`config.mk`:
```
export PLATFORM = sky130hd
export DESIGN_NAME = shot_clock_ctrl
export DESIGN_NICKNAME = d
export VERILOG_FILES = /design/src/rtl/shot_clock_pkg.sv /design/src/rtl/dec_to_disp.sv /design/src/rtl/shot_clock_ctrl.sv
export SDC_FILE = /design/constraint.sdc
export NUM_CORES = 1
export LEC_CHECK = 0
export ABC_AREA = 1
export CORE_MARGIN = 2
export CORE_UTILIZATION = 30
export DETAILED_ROUTE_END_ITERATION = 6
export GPL_TIMING_DRIVEN = 0
export PLACE_DENSITY = 0.48
export SLEW_MARGIN = 10
export SYNTH_ARGS = -nofsm -noshare
export SYNTH_HDL_FRONTEND = slang
export SYNTH_SLANG_ARGS = --single-unit
```
`constraint.sdc`:
```
create_clock -name clk -period 12.58 [get_ports clk]
set_clock_uncertainty 0.05 [all_clocks]
set_input_delay 3.145 -clock clk [delete_from_list [all_inputs] [get_ports clk]]
set_output_delay 3.145 -clock clk [all_outputs]
set_load 0.03 [all_outputs]
```
`src/rtl/shot_clock_pkg.sv`:
```
// Shared types and constants for the basketball shot clock controller.
package shot_clock_pkg;

    typedef enum logic [1:0] {
        ST_PAUSE   = 2'd0,
        ST_RUN     = 2'd1,
        ST_EXPIRED = 2'd2
    } state_t;

    localparam int unsigned COUNT_W = 8;

    localparam logic [COUNT_W-1:0] FULL_TENTHS   = 8'd240;
    localparam logic [COUNT_W-1:0] SHORT_TENTHS  = 8'd140;
    localparam logic [COUNT_W-1:0] TENTHS_THRESH = 8'd50;
    localparam logic [6:0]         SEG_BLANK     = 7'h7F;

    typedef struct packed {
        logic [3:0] tens;
        logic [3:0] ones;
        logic       blank;
        logic       dp_n;
    } disp_t;

    // Whole seconds rounded up at 5 s and above, tenths below.
    function automatic disp_t count_to_disp(input logic [COUNT_W-1:0] count);
        disp_t              d;
        logic [COUNT_W-1:0] secs;
        secs = '0;
        if (count >= TENTHS_THRESH) begin
            secs    = (count + 8'd9) / 8'd10;
            d.tens  = 4'(secs / 8'd10);
            d.ones  = 4'(secs % 8'd10);
            d.blank = (secs < 8'd10);
            d.dp_n  = 1'b1;
        end else begin
            d.tens  = 4'(count / 8'd10);
            d.ones  = 4'(count % 8'd10);
            d.blank = 1'b0;
            d.dp_n  = 1'b0;
        end
        return d;
    endfunction

endpackage

```
`src/rtl/dec_to_disp.sv`:
```
// Hex digit to active-low seven-segment pattern (gfedcba).
module dec_to_disp (
    input  logic [3:0] digit,
    output logic [6:0] seg_c
);

    always_comb begin
        seg_c = 7'h7F;
        case (digit)
            4'h0: seg_c = 7'b1000000;
            4'h1: seg_c = 7'b1111001;
            4'h2: seg_c = 7'b0100100;
            4'h3: seg_c = 7'b0110000;
            4'h4: seg_c = 7'b0011001;
            4'h5: seg_c = 7'b0010010;
            4'h6: seg_c = 7'b0000010;
            4'h7: seg_c = 7'b1111000;
            4'h8: seg_c = 7'b0000000;
            4'h9: seg_c = 7'b0010000;
            4'hA: seg_c = 7'b0001000;
            4'hB: seg_c = 7'b0000011;
            4'hC: seg_c = 7'b1000110;
            4'hD: seg_c = 7'b0100001;
            4'hE: seg_c = 7'b0000110;
            4'hF: seg_c = 7'b0001110;
            default: seg_c = 7'h7F;
        endcase
    end

endmodule

```
`src/rtl/shot_clock_ctrl.sv`:
```
// 24-second shot clock: tenth-second countdown, expiry horn and two-digit display.
module shot_clock_ctrl
    import shot_clock_pkg::*;
#(
    parameter int unsigned TICK_DIV   = 5_000_000,
    parameter int unsigned BUZZ_TICKS = 10
) (
    input  logic       clk,
    input  logic       reset,
    input  logic       start,
    input  logic       stop,
    input  logic       reset_24,
    input  logic       reset_14,
    output logic [6:0] hex1,
    output logic [6:0] hex0,
    output logic       dp_n,
    output logic       buzzer,
    output logic       running,
    output logic       expired
);

    localparam int unsigned PRE_W  = (TICK_DIV > 1) ? $clog2(TICK_DIV) : 1;
    localparam int unsigned BUZZ_W = (BUZZ_TICKS > 1) ? $clog2(BUZZ_TICKS + 1) : 1;

    localparam logic [PRE_W-1:0]  PRE_LAST  = PRE_W'(TICK_DIV - 1);
    localparam logic [BUZZ_W-1:0] BUZZ_LAST = BUZZ_W'(BUZZ_TICKS - 1);
    localparam logic [6:0]        RST_HEX1  = 7'b0100100;
    localparam logic [6:0]        RST_HEX0  = 7'b0011001;

    state_t              state, state_nxt;
    logic [COUNT_W-1:0]  count, count_nxt;
    logic [PRE_W-1:0]    pre, pre_nxt;
    logic [BUZZ_W-1:0]   buzz_cnt, buzz_cnt_nxt;
    logic                buzz_on, buzz_on_nxt;

    logic                load;
    logic                stop_act;
    logic                start_act;
    logic                prescale_en;
    logic                tick;
    logic [COUNT_W-1:0]  load_val;

    // Pulse arbitration: the highest-priority asserted pulse claims the cycle.
    assign load        = reset_24 ||
                         (reset_14 && ((count < SHORT_TENTHS) || (state == ST_EXPIRED)));
    assign load_val    = reset_24 ? FULL_TENTHS : SHORT_TENTHS;
    assign stop_act    = !reset_24 && !reset_14 && stop && (state == ST_RUN);
    assign start_act   = !reset_24 && !reset_14 && !stop && start &&
                         (state == ST_PAUSE) && (count != 8'd0);
    assign prescale_en = (state == ST_RUN) || ((state == ST_EXPIRED) && buzz_on);
    assign tick        = prescale_en && (pre == PRE_LAST);

    always_ff @(posedge clk) begin
        if (reset) begin
            state    <= ST_PAUSE;
            count    <= FULL_TENTHS;
            pre      <= '0;
            buzz_cnt <= '0;
            buzz_on  <= 1'b0;
        end else begin
            state    <= state_nxt;
            count    <= count_nxt;
            pre      <= pre_nxt;
            buzz_cnt <= buzz_cnt_nxt;
            buzz_on  <= buzz_on_nxt;
        end
    end

    always_comb begin
        state_nxt    = state;
        count_nxt    = count;
        pre_nxt      = pre;
        buzz_cnt_nxt = buzz_cnt;
        buzz_on_nxt  = buzz_on;
        if (load) begin
            state_nxt    = ST_PAUSE;
            count_nxt    = load_val;
            pre_nxt      = '0;
            buzz_cnt_nxt = '0;
            buzz_on_nxt  = 1'b0;
        end else if (stop_act) begin
            // Prescaler is frozen so the partial tenth resumes where it left off.
            state_nxt = ST_PAUSE;
        end else begin
            if (start_act) begin
                state_nxt = ST_RUN;
            end
            if (tick) begin
                pre_nxt = '0;
                if (state == ST_RUN) begin
                    count_nxt = count - 8'd1;
                    if (count == 8'd1) begin
                        state_nxt    = ST_EXPIRED;
                        buzz_on_nxt  = 1'b1;
                        buzz_cnt_nxt = '0;
                    end
                end else if (buzz_cnt == BUZZ_LAST) begin
                    buzz_on_nxt  = 1'b0;
                    buzz_cnt_nxt = '0;
                end else begin
                    buzz_cnt_nxt = buzz_cnt + BUZZ_W'(1);
                end
            end else if (prescale_en) begin
                pre_nxt = pre + PRE_W'(1);
            end
        end
    end

    disp_t      disp;
    logic [6:0] seg1;
    logic [6:0] seg0;

    assign disp = count_to_disp(count);

    dec_to_disp u_dec_hex1 (
        .digit (disp.tens),
        .seg_c (seg1)
    );

    dec_to_disp u_dec_hex0 (
        .digit (disp.ones),
        .seg_c (seg0)
    );

    // Output stage lags internal state by one cycle.
    always_ff @(posedge clk) begin
        if (reset) begin
            hex1    <= RST_HEX1;
            hex0    <= RST_HEX0;
            dp_n    <= 1'b1;
            buzzer  <= 1'b0;
            running <= 1'b0;
            expired <= 1'b0;
        end else begin
            hex1    <= disp.blank ? SEG_BLANK : seg1;
            hex0    <= seg0;
            dp_n    <= disp.dp_n;
            buzzer  <= buzz_on;
            running <= (state == ST_RUN);
            expired <= (state == ST_EXPIRED);
        end
    end

endmodule

```
# --- After elaboration in Yosys (flattened, before gate mapping) ---
# Memories as Yosys holds them, arrays and structs flattened. A register that Yosys moved wholly into a read port is not among the register bits.
# Index checks and enable logic that the tools add are counted.
op_classes:
  n_reduce_logical: 29
  addsub: 4
  order_cmp: 3
  eq_ne: 7
  muxes: 19
  div: 5
  n_bitwise: 1
ops:
  columns: ["op", "count"]
  rows:
  - ["two-way mux 23 bit", 2]
  - ["two-way mux 8 bit", 4]
  - ["divider 8 x 4 -> 8 bit (second input constant)", 3]
  - ["adder 23 x 1 -> 23 bit (second input constant)", 1]
  - ["== test 23 bit (second input constant)", 1]
  - ["remainder unit 8 x 4 -> 8 bit (second input constant)", 2]
  - ["two-way mux 7 bit", 2]
  - ["two-way mux 4 bit", 3]
  - ["logical AND 1 bit", 10]
  - ["two-way mux 10 bit", 1]
  - ["adder 8 x 4 -> 8 bit (second input constant)", 1]
  - ["== test 8 x 1 -> 1 bit (second input constant)", 1]
  - [">= comparator 8 x 6 -> 1 bit (second input constant)", 1]
  - ["< comparator 8 x 4 -> 1 bit (second input constant)", 1]
  - ["< comparator 8 bit (second input constant)", 1]
  - ["two-way mux 2 bit", 4]
  - ["nonzero test 2 bit", 4]
  - ["nonzero test 8 bit", 1]
  - ["subtractor 8 x 1 -> 8 bit (second input constant)", 1]
  - ["AND reduction 3 bit", 2]
  - ["adder 4 x 1 -> 4 bit (second input constant)", 1]
  - ["== test 4 bit (second input constant)", 1]
  - ["AND reduction 4 bit", 1]
  - ["OR reduction 2 bit", 2]
  - ["11 further kinds", 17]
totals:
  rom_bits: 224
  mem_count: 2
  reg_bits: 49
  out_inout_bits: 18
  word_cells: 81
  inputBits: 6
memory_table:
  columns: ["name", "words", "width", "rd", "rd_clocked_by_memory_dff", "wr", "line", "source"]
  rows:
  - ["(name not given)", 16, 7, 1, 1, 0, "dec_to_disp.sv:9", "case (digit)"]
  - ["(name not given)", 16, 7, 1, 0, 0, "dec_to_disp.sv:9", null]

# --- Longest topological paths before layout ---
# Gate-level depths: netlist of the first run.
logic_depth:
  ltp_word: 10
  depth_mapped: 39

# --- Modules after synthesis ---
# A second synthesis of the first run with hierarchy kept.
hier_totals:
  hier_cells: 601
  area_unflattened_um2: 3975.1
modules_own_cells:
  columns: ["module", "cells_each", "n_inst", "area_per_inst_um2", "seq_area_each_um2"]
  rows:
  - ["shot_clock_ctrl", 503, 1, 3427.0, 1121.1]
  - ["dec_to_disp", 49, 2, 274.0, 0.0]

# --- Worst setup path after synthesis of the first run ---
# OpenSTA, ideal clock, no wires.
synth_timing:
  kind: "input-to-reg"
  from: "input port reset_24"
  to: "register pre[21]"
  arrival_time_ns: 5.328
  stages: 20
  path_slack_ns: 7.122
  required_ns: 12.450
  path_buffers: 0
  path_cell_list: "nor2_1 -> nand2_1 -> nor2_1 -> inv_1 -> nand2_1 -> inv_2 -> nand4_1 -> nor3_1 -> inv_1 -> nor3_1 -> and3_1 -> nand3_1 -> nor2_1 -> nand4_1 -> nor2_1 -> nand3_1 -> nor2_1 -> nand2_1 -> nand2_1 -> nor3b_1"
synth_via:
  elab_chain_cells: 6
  elab_cells_between_ends: 8
synth_rtl:
  columns: ["item", "line", "source"]
  rows:
  - ["from (decl)", "shot_clock_ctrl.sv:12", "input logic reset_24,"]
  - ["logical NOT 1 bit", "shot_clock_ctrl.sv:47", "assign stop_act = !reset_24 && !reset_14 && stop && (state == ST_RUN);"]
  - ["logical AND 1 bit (3 in a row)", "shot_clock_ctrl.sv:47", null]
  - ["inverter 1 bit (no source line)", null, null]
  - ["AND reduction 2 bit (no source line)", null, null]
  - ["to (signal assigned)", "shot_clock_ctrl.sv:63", "pre <= pre_nxt;"]
  - ["to (decl)", "shot_clock_ctrl.sv:32", "logic [PRE_W-1:0] pre, pre_nxt;"]
# Several ways; a longest one is shown, not always the timed one.
# A chain may end at the register's enable or synchronous reset.

# --- Worst setup path in the final report of the first run ---
# Same ends and word-level chain as after synthesis.

==> impl_metrics.toml, run 1 <==
[setup_path]
r2r_slack_ps = 7830
required_ps = 12760
cp-startpoint = "reset_24"
worstRegToRegCells = 35
arrival_ps = 6440
path_max_fanout = 4
critical_path_class = "input pin to flip-flop"
r2r-start = "count[0]"
start_kind = "input pin"
end_kind = "flip-flop"
r2r-end = "hex0[0]"

[sta]
slew_headroom = 0.4981
slew_violations = 0
max_freq_mhz = 159.8
rsz0062_at_grt = "no"
setup_viol = 0
tns_ps = 0
timing.final.ws_setup_ps = 6321
period_needed_ps = 6259
hold_viol = 0
worstMarginPinSlew_ps = 750.1
final.period_utilization = 0.4975

[worst_hold_path]
hold_path_class = "flip-flop to flip-flop"
min_path_cells = 2
holdPathEnd = "buzzer"
hold_path_startpoint = "buzz_on"

[synth]
synthAdderAreaFrac = 0.07400
syn_area_per_cell_um2 = 6.914
yosys_warnings = 0
syn-num-nets = 566
netlist_area_um2 = 3720
synth_mux_area_frac = 0
synth_edf_count = 0
synth_top_family_by_area = "simple AND/OR/NAND/NOR gates"
synth_cell_types = 39
syn_inst = 538
synth-compound-area-share = 0.1083
synth.ff_latch_count = 56
synth_seq_area_share = 0.3014
synth_simple_gate_area_share = 0.3902
synth_xor_area_frac = 0.03027
async_reset_ff_frac = 0
synthFlopType = "dfxtp_1"

[placed_design]
gp_congestion = 0.8098
pre_cts_ws_ps = 5965
portBuffers = 22
placed_area_um2 = 4150
dp.final_hpwl_um = 6474

[floorplan]
coreArea_um2 = 12060
pin_count = 24
row_count = 40
start_util = 0.3084
die_w_um = 115.4
die-area_um2 = 13310
die-height_um = 115.4

[pwr]
vdd_drop_max_v = 0.00005996
power.density_nw_per_um2 = 175.8
leakage_nw = 1.856

[clock_tree]
clock_sinks = 56
postCtsSetupBuffers = 0
cts_max_path_buffers = 2
tritoncts.num_buffers = 5
ctsResizeCount = 0
htree_levels = 2
postCtsHoldBufs = 0
clock_latency_ps = 300
clk_pin_slew_worst_paths_ps = 70
cts_tree = "built"
clockRootBuffer = "clkbuf_16"

[finish]
drive_gt1_frac = 0.1215
final_cell_mix = "nand2_1 (115), inv_1 (73), dfxtp_1 (56)"
antennaDiodeCount = 0
nets = 595
area_growth_pct = 15.51
finalInstanceArea_um2 = 4297
final_common_cell = "nand2_1"

[routing]
first_iter_violations = 158
drtAntennaViolNets = 0
wl_per_cell_um = 11.05
via_per_inst = 4.639
drcViolationCount = 0
drt_wl_total_um = 8131
firstDrtPassIters = 4
vias = 3414

[global_route]
grt_max_degree = 19
antenna_found_initial = 0
first_global_vias = 3178
track_usage = 0.1302
grt_pass1_wl_um = 14020
grt_overflow_total = 0

[outcome]
outcome = "finished clean"

[flow_run]
drv_cap = 0
-- sequential cells by signal (all words and copies together), names as in the netlist --
signal and cells:
buzzer 1, buzz_on 1, pre 23, count 8, hex1 7, expired 1, state 2, running 1
buzz_cnt 4, hex0 7, dp_n 1
-- per-layer routing --
metal | GRT usage | share of wire
met4 | 0.05141 | 0.016
met3 | 0.02425 | 0.026
met1 | 0.1583 | 0.47
met5 | 0 | 0
met2 | 0.2265 | 0.49
-- how the worst max path moves through the flow --
stage | slack, ps | end | depth (start not counted)
3_3_place_gp | 5990 | pre[21] | 21
2_1_floorplan | 7120 | pre[21] | 20
4_1_cts | 6290 | pre[21] | 21
5_1_grt | 5760 | pre[21] | 21
3_5_place_dp | 5960 | pre[21] | 21
6_report | 6320 | pre[21] | 21
-- power by group --
part	switching (mW)	internal [mW]
sequential	0.00515	0.195
combinational	0.271	0.143
clock	0.0670	0.0743
-- Yosys cell counts (12+ instances only) --
| master | instances | share of area |
|---|---|---|
| nand2_1 | 115 | 0.12 |
| inv_1 | 73 | 0.074 |
| dfxtp_1 | 56 | 0.30 |
| nand3_1 | 47 | 0.063 |
| nor2_1 | 43 | 0.043 |
| a21oi_1 | 28 | 0.038 |
| ha_1 | 22 | 0.074 |
| nand4_1 | 15 | 0.025 |
| nor3_1 | 15 | 0.020 |
| o21ai_0 | 15 | 0.020 |
| inv_2 | 14 | 0.014 |
| nand2_2 | 12 | 0.020 |
| nand2_4 | 12 | 0.036 |
-- cells by family after synthesis --
group,Yosys count
flip-flops,56
AND/OR/NAND/NOR,288
adder cells (fa/ha/maj),22
XOR/XNOR,12
buffers and inverters,93
AO/OA/AOI/OAI,67
-- final cells by class --
class,instances,area [µm²]
Buffer,5,26.28
Clock buffer,5,125.1
Clock inverter,3,21.27
Fill cell,1292,7765
Inverter,88,330.3
Multi-Input combinational cell,389,2242
Sequential cell,56,1121
Tap cell,168,210.2
Timing Repair Buffer,22,220.2
-- critical path, cell delays in order --
cell,delay [ps]
clkdlybuf4s50_1,520
nor2_1,80
nand2_1,90
nor2_1,70
inv_1,100
nand2_1,110
inv_2,90
nand4_1,140
nor3_1,230
inv_1,80
nor3_1,270
and3_1,260
nand3_1,110
nor2_1,220
nand4_1,150
nor2_1,220
nand3_1,120
nor2_1,150
nand2_1,90
nand2_1,60
nor3b_1,150
-- stage by stage --
step / total power, mW / utilization / hold slack [ps] / cells
detailed placement: 0.6201 / 0.3441 / 415.5 / 728
floorplan: 0.5304 / - / 371.1 / 538
CTS: 0.7654 / 0.3562 / 427.4 / 736
global placement: 0.6204 / 0.3441 / 412.5 / 728
global route: 0.8245 / 0.3562 / 470.4 / 736
finish: 0.7553 / 0.3562 / 416.6 / 736
No activity file was read; power rests on OpenSTA's default activity.
==> run 2: changes to the inputs <==
Settings changed: PLACE_DENSITY 0.48 to 0.5.
Clock period 12.58 ns to 5.68 ns, I/O delays scaled along.
==> run 2 against run 1 <==
Net effect:
- setup slack lost 5400 ps
- total power grew 120%
- sequential power rose by 120%
- global-route usage grew 0.37 points
- clock-buffer cell count grew 2
- routed wire length is 2.8% higher
- first-iteration DRC count increased by 22%
- cell count stayed put
- critical endpoint is now hex0[1]
==> impl_metrics.toml, run 2 (synthesis results as in run 1) <==
[outcome]
outcome = "finished clean"

[pwr]
combPwrFrac = 0.548
leakage_nw = 1.856
clock_power_share = 0.188
power_frac_seq = 0.264
power.density_nw_per_um2 = 390.8
p_switching_uw = 756.6
p_sw_frac = 0.4502
internal_power_uw = 923.8
vdd_drop_max_v = 0.0001973

[sta]
rsz0062_at_grt = "no"
worstMarginPinSlew_ps = 738.5
hold_viol = 0
period_needed_ps = 4723
slew_violations = 0
holdWs_ps = 438.9
slew_headroom = 0.5059
max_freq_mhz = 211.7
tns_ps = 0
final.period_utilization = 0.8315
setup_viol = 0

[placed_design]
gp_congestion = 0.8187
dp.final_hpwl_um = 6596
portBuffers = 22
placed_area_um2 = 4150

[finish]
fill_cells = 1275
register_area_um2 = 1121
nets = 595
finalInstanceArea_um2 = 4300
top_register = "pre"
largest_reg_flops = 23
area_growth_pct = 15.61
antennaDiodeCount = 0
top_regs = "pre (23), count (8)"
final_common_cell = "nand2_1"
final_cell_mix = "nand2_1 (115), inv_1 (73), dfxtp_1 (56)"
drive_gt1_frac = 0.1197
multiInputGateArea_um2 = 2242

[clock_tree]
ctsResizeCount = 0
cts_max_path_buffers = 2
htree_levels = 2
postCtsSetupBuffers = 0
clockRootBuffer = "clkbuf_16"
tritoncts.num_buffers = 5
clk_pin_slew_worst_paths_ps = 70
cts_tree = "built"
postCtsHoldBufs = 0
clock_latency_ps = 300
clock_sinks = 56

[global_route]
track_usage = 0.1339
first_global_vias = 3118
grt_pass1_wl_um = 14300
antenna_found_initial = 0
grt_max_degree = 17
grt_overflow_total = 0

[setup_path]
required_ps = 5850
cpMostUsedCell = "nand2_1"
critPathCapture = "hex0[1]"
r2r-end = "hex0[1]"
end_kind = "flip-flop"
start_kind = "flip-flop"
arrival_ps = 4890
r2r_slack_ps = 960
critical_path_class = "flip-flop to flip-flop"
r2r-start = "count[0]"
cp-startpoint = "count[0]"
path_max_fanout = 8
worstRegToRegCells = 36
max_stage_delay_ps = 510
cp_slowest_cell = "dfxtp_1"

[floorplan]
die-height_um = 115.4
die-area_um2 = 13310
coreArea_um2 = 12060
row_count = 40
start_util = 0.3084
die_w_um = 115.4
pin_count = 24

[routing]
wl_per_cell_um = 11.36
vias = 3388
firstDrtPassIters = 5
drtAntennaViolNets = 0
drt_wl_total_um = 8361
first_iter_violations = 193
via_per_inst = 4.603
drcViolationCount = 0

[worst_hold_path]
hold_path_class = "flip-flop to flip-flop"

[flow_run]
drv_cap = 0
[run 2: cell count changes in the layout (fill, tap and decap cells not counted)]
cell	before	now
clkbuf_8	0	1
inv_6	1	0
clkbuf_1	3	4
clkinv_2	1	0
[run 2: per-stage QoR]
step / power, mW / cells / utilization / setup slack [ps]
after global routing: 1.831 / 736 / 0.3565 / 428.1
after global placement: 1.364 / 728 / 0.3441 / 853.6
after floorplan: 1.175 / 538 / - / 1666
after detailed placement: 1.371 / 728 / 0.3441 / 792.9
after CTS: 1.697 / 736 / 0.3565 / 943.5
final: 1.680 / 736 / 0.3565 / 957.0
[run 2: layer usage]
layer  vias up  wire, µm  global-route usage
li1       1810         -                   -
met5         -         0                   0
met1      1520      4132              0.1704
met2        52      3852              0.2265
met3         6       276             0.02952
met4         0        99             0.04016
[run 2: worst min-delay path by stage]
stage,startpoint,end,slack (ps),cells after the start
floorplan,buzz_on,buzzer,370,2
global placement,buzz_on,buzz_on,420,2
detailed placement,buzz_on,buzz_on,430,2
CTS,buzz_on,buzz_on,450,2
global route,pre[1],pre[1],470,2
finish,buzz_on,buzz_on,440,2
[run 2: critical path: cells and delay by family, from the launching register on]
| family | cells | cell delay, ps |
|---|---|---|
| compound gates | 2 | 290 |
| fa+ha+maj | 3 | 580 |
| flops | 1 | 510 |
| buf+inv | 9 | 670 |
| xor+xnor | 1 | 180 |
| simple gates | 21 | 2360 |
[run 2: layout make-up]
type                       count  area share
tap                          168     0.04888
sequential                    56      0.2607
inverter                      88     0.07681
clock inverter                 1    0.001746
timing repair buffer          22     0.05121
multi-input combinational    389      0.5214
clock buffer                   7     0.03317
buffer                         5    0.006110
[run 2: power groups by stage]
stage,clock (mW),sequential [mW],combinational (mW)
after floorplan,0,0.519,0.656
after global placement,0,0.452,0.912
after detailed placement,0,0.454,0.917
after CTS,0.331,0.445,0.921
after global routing,0.346,0.447,1.04
final,0.316,0.444,0.921
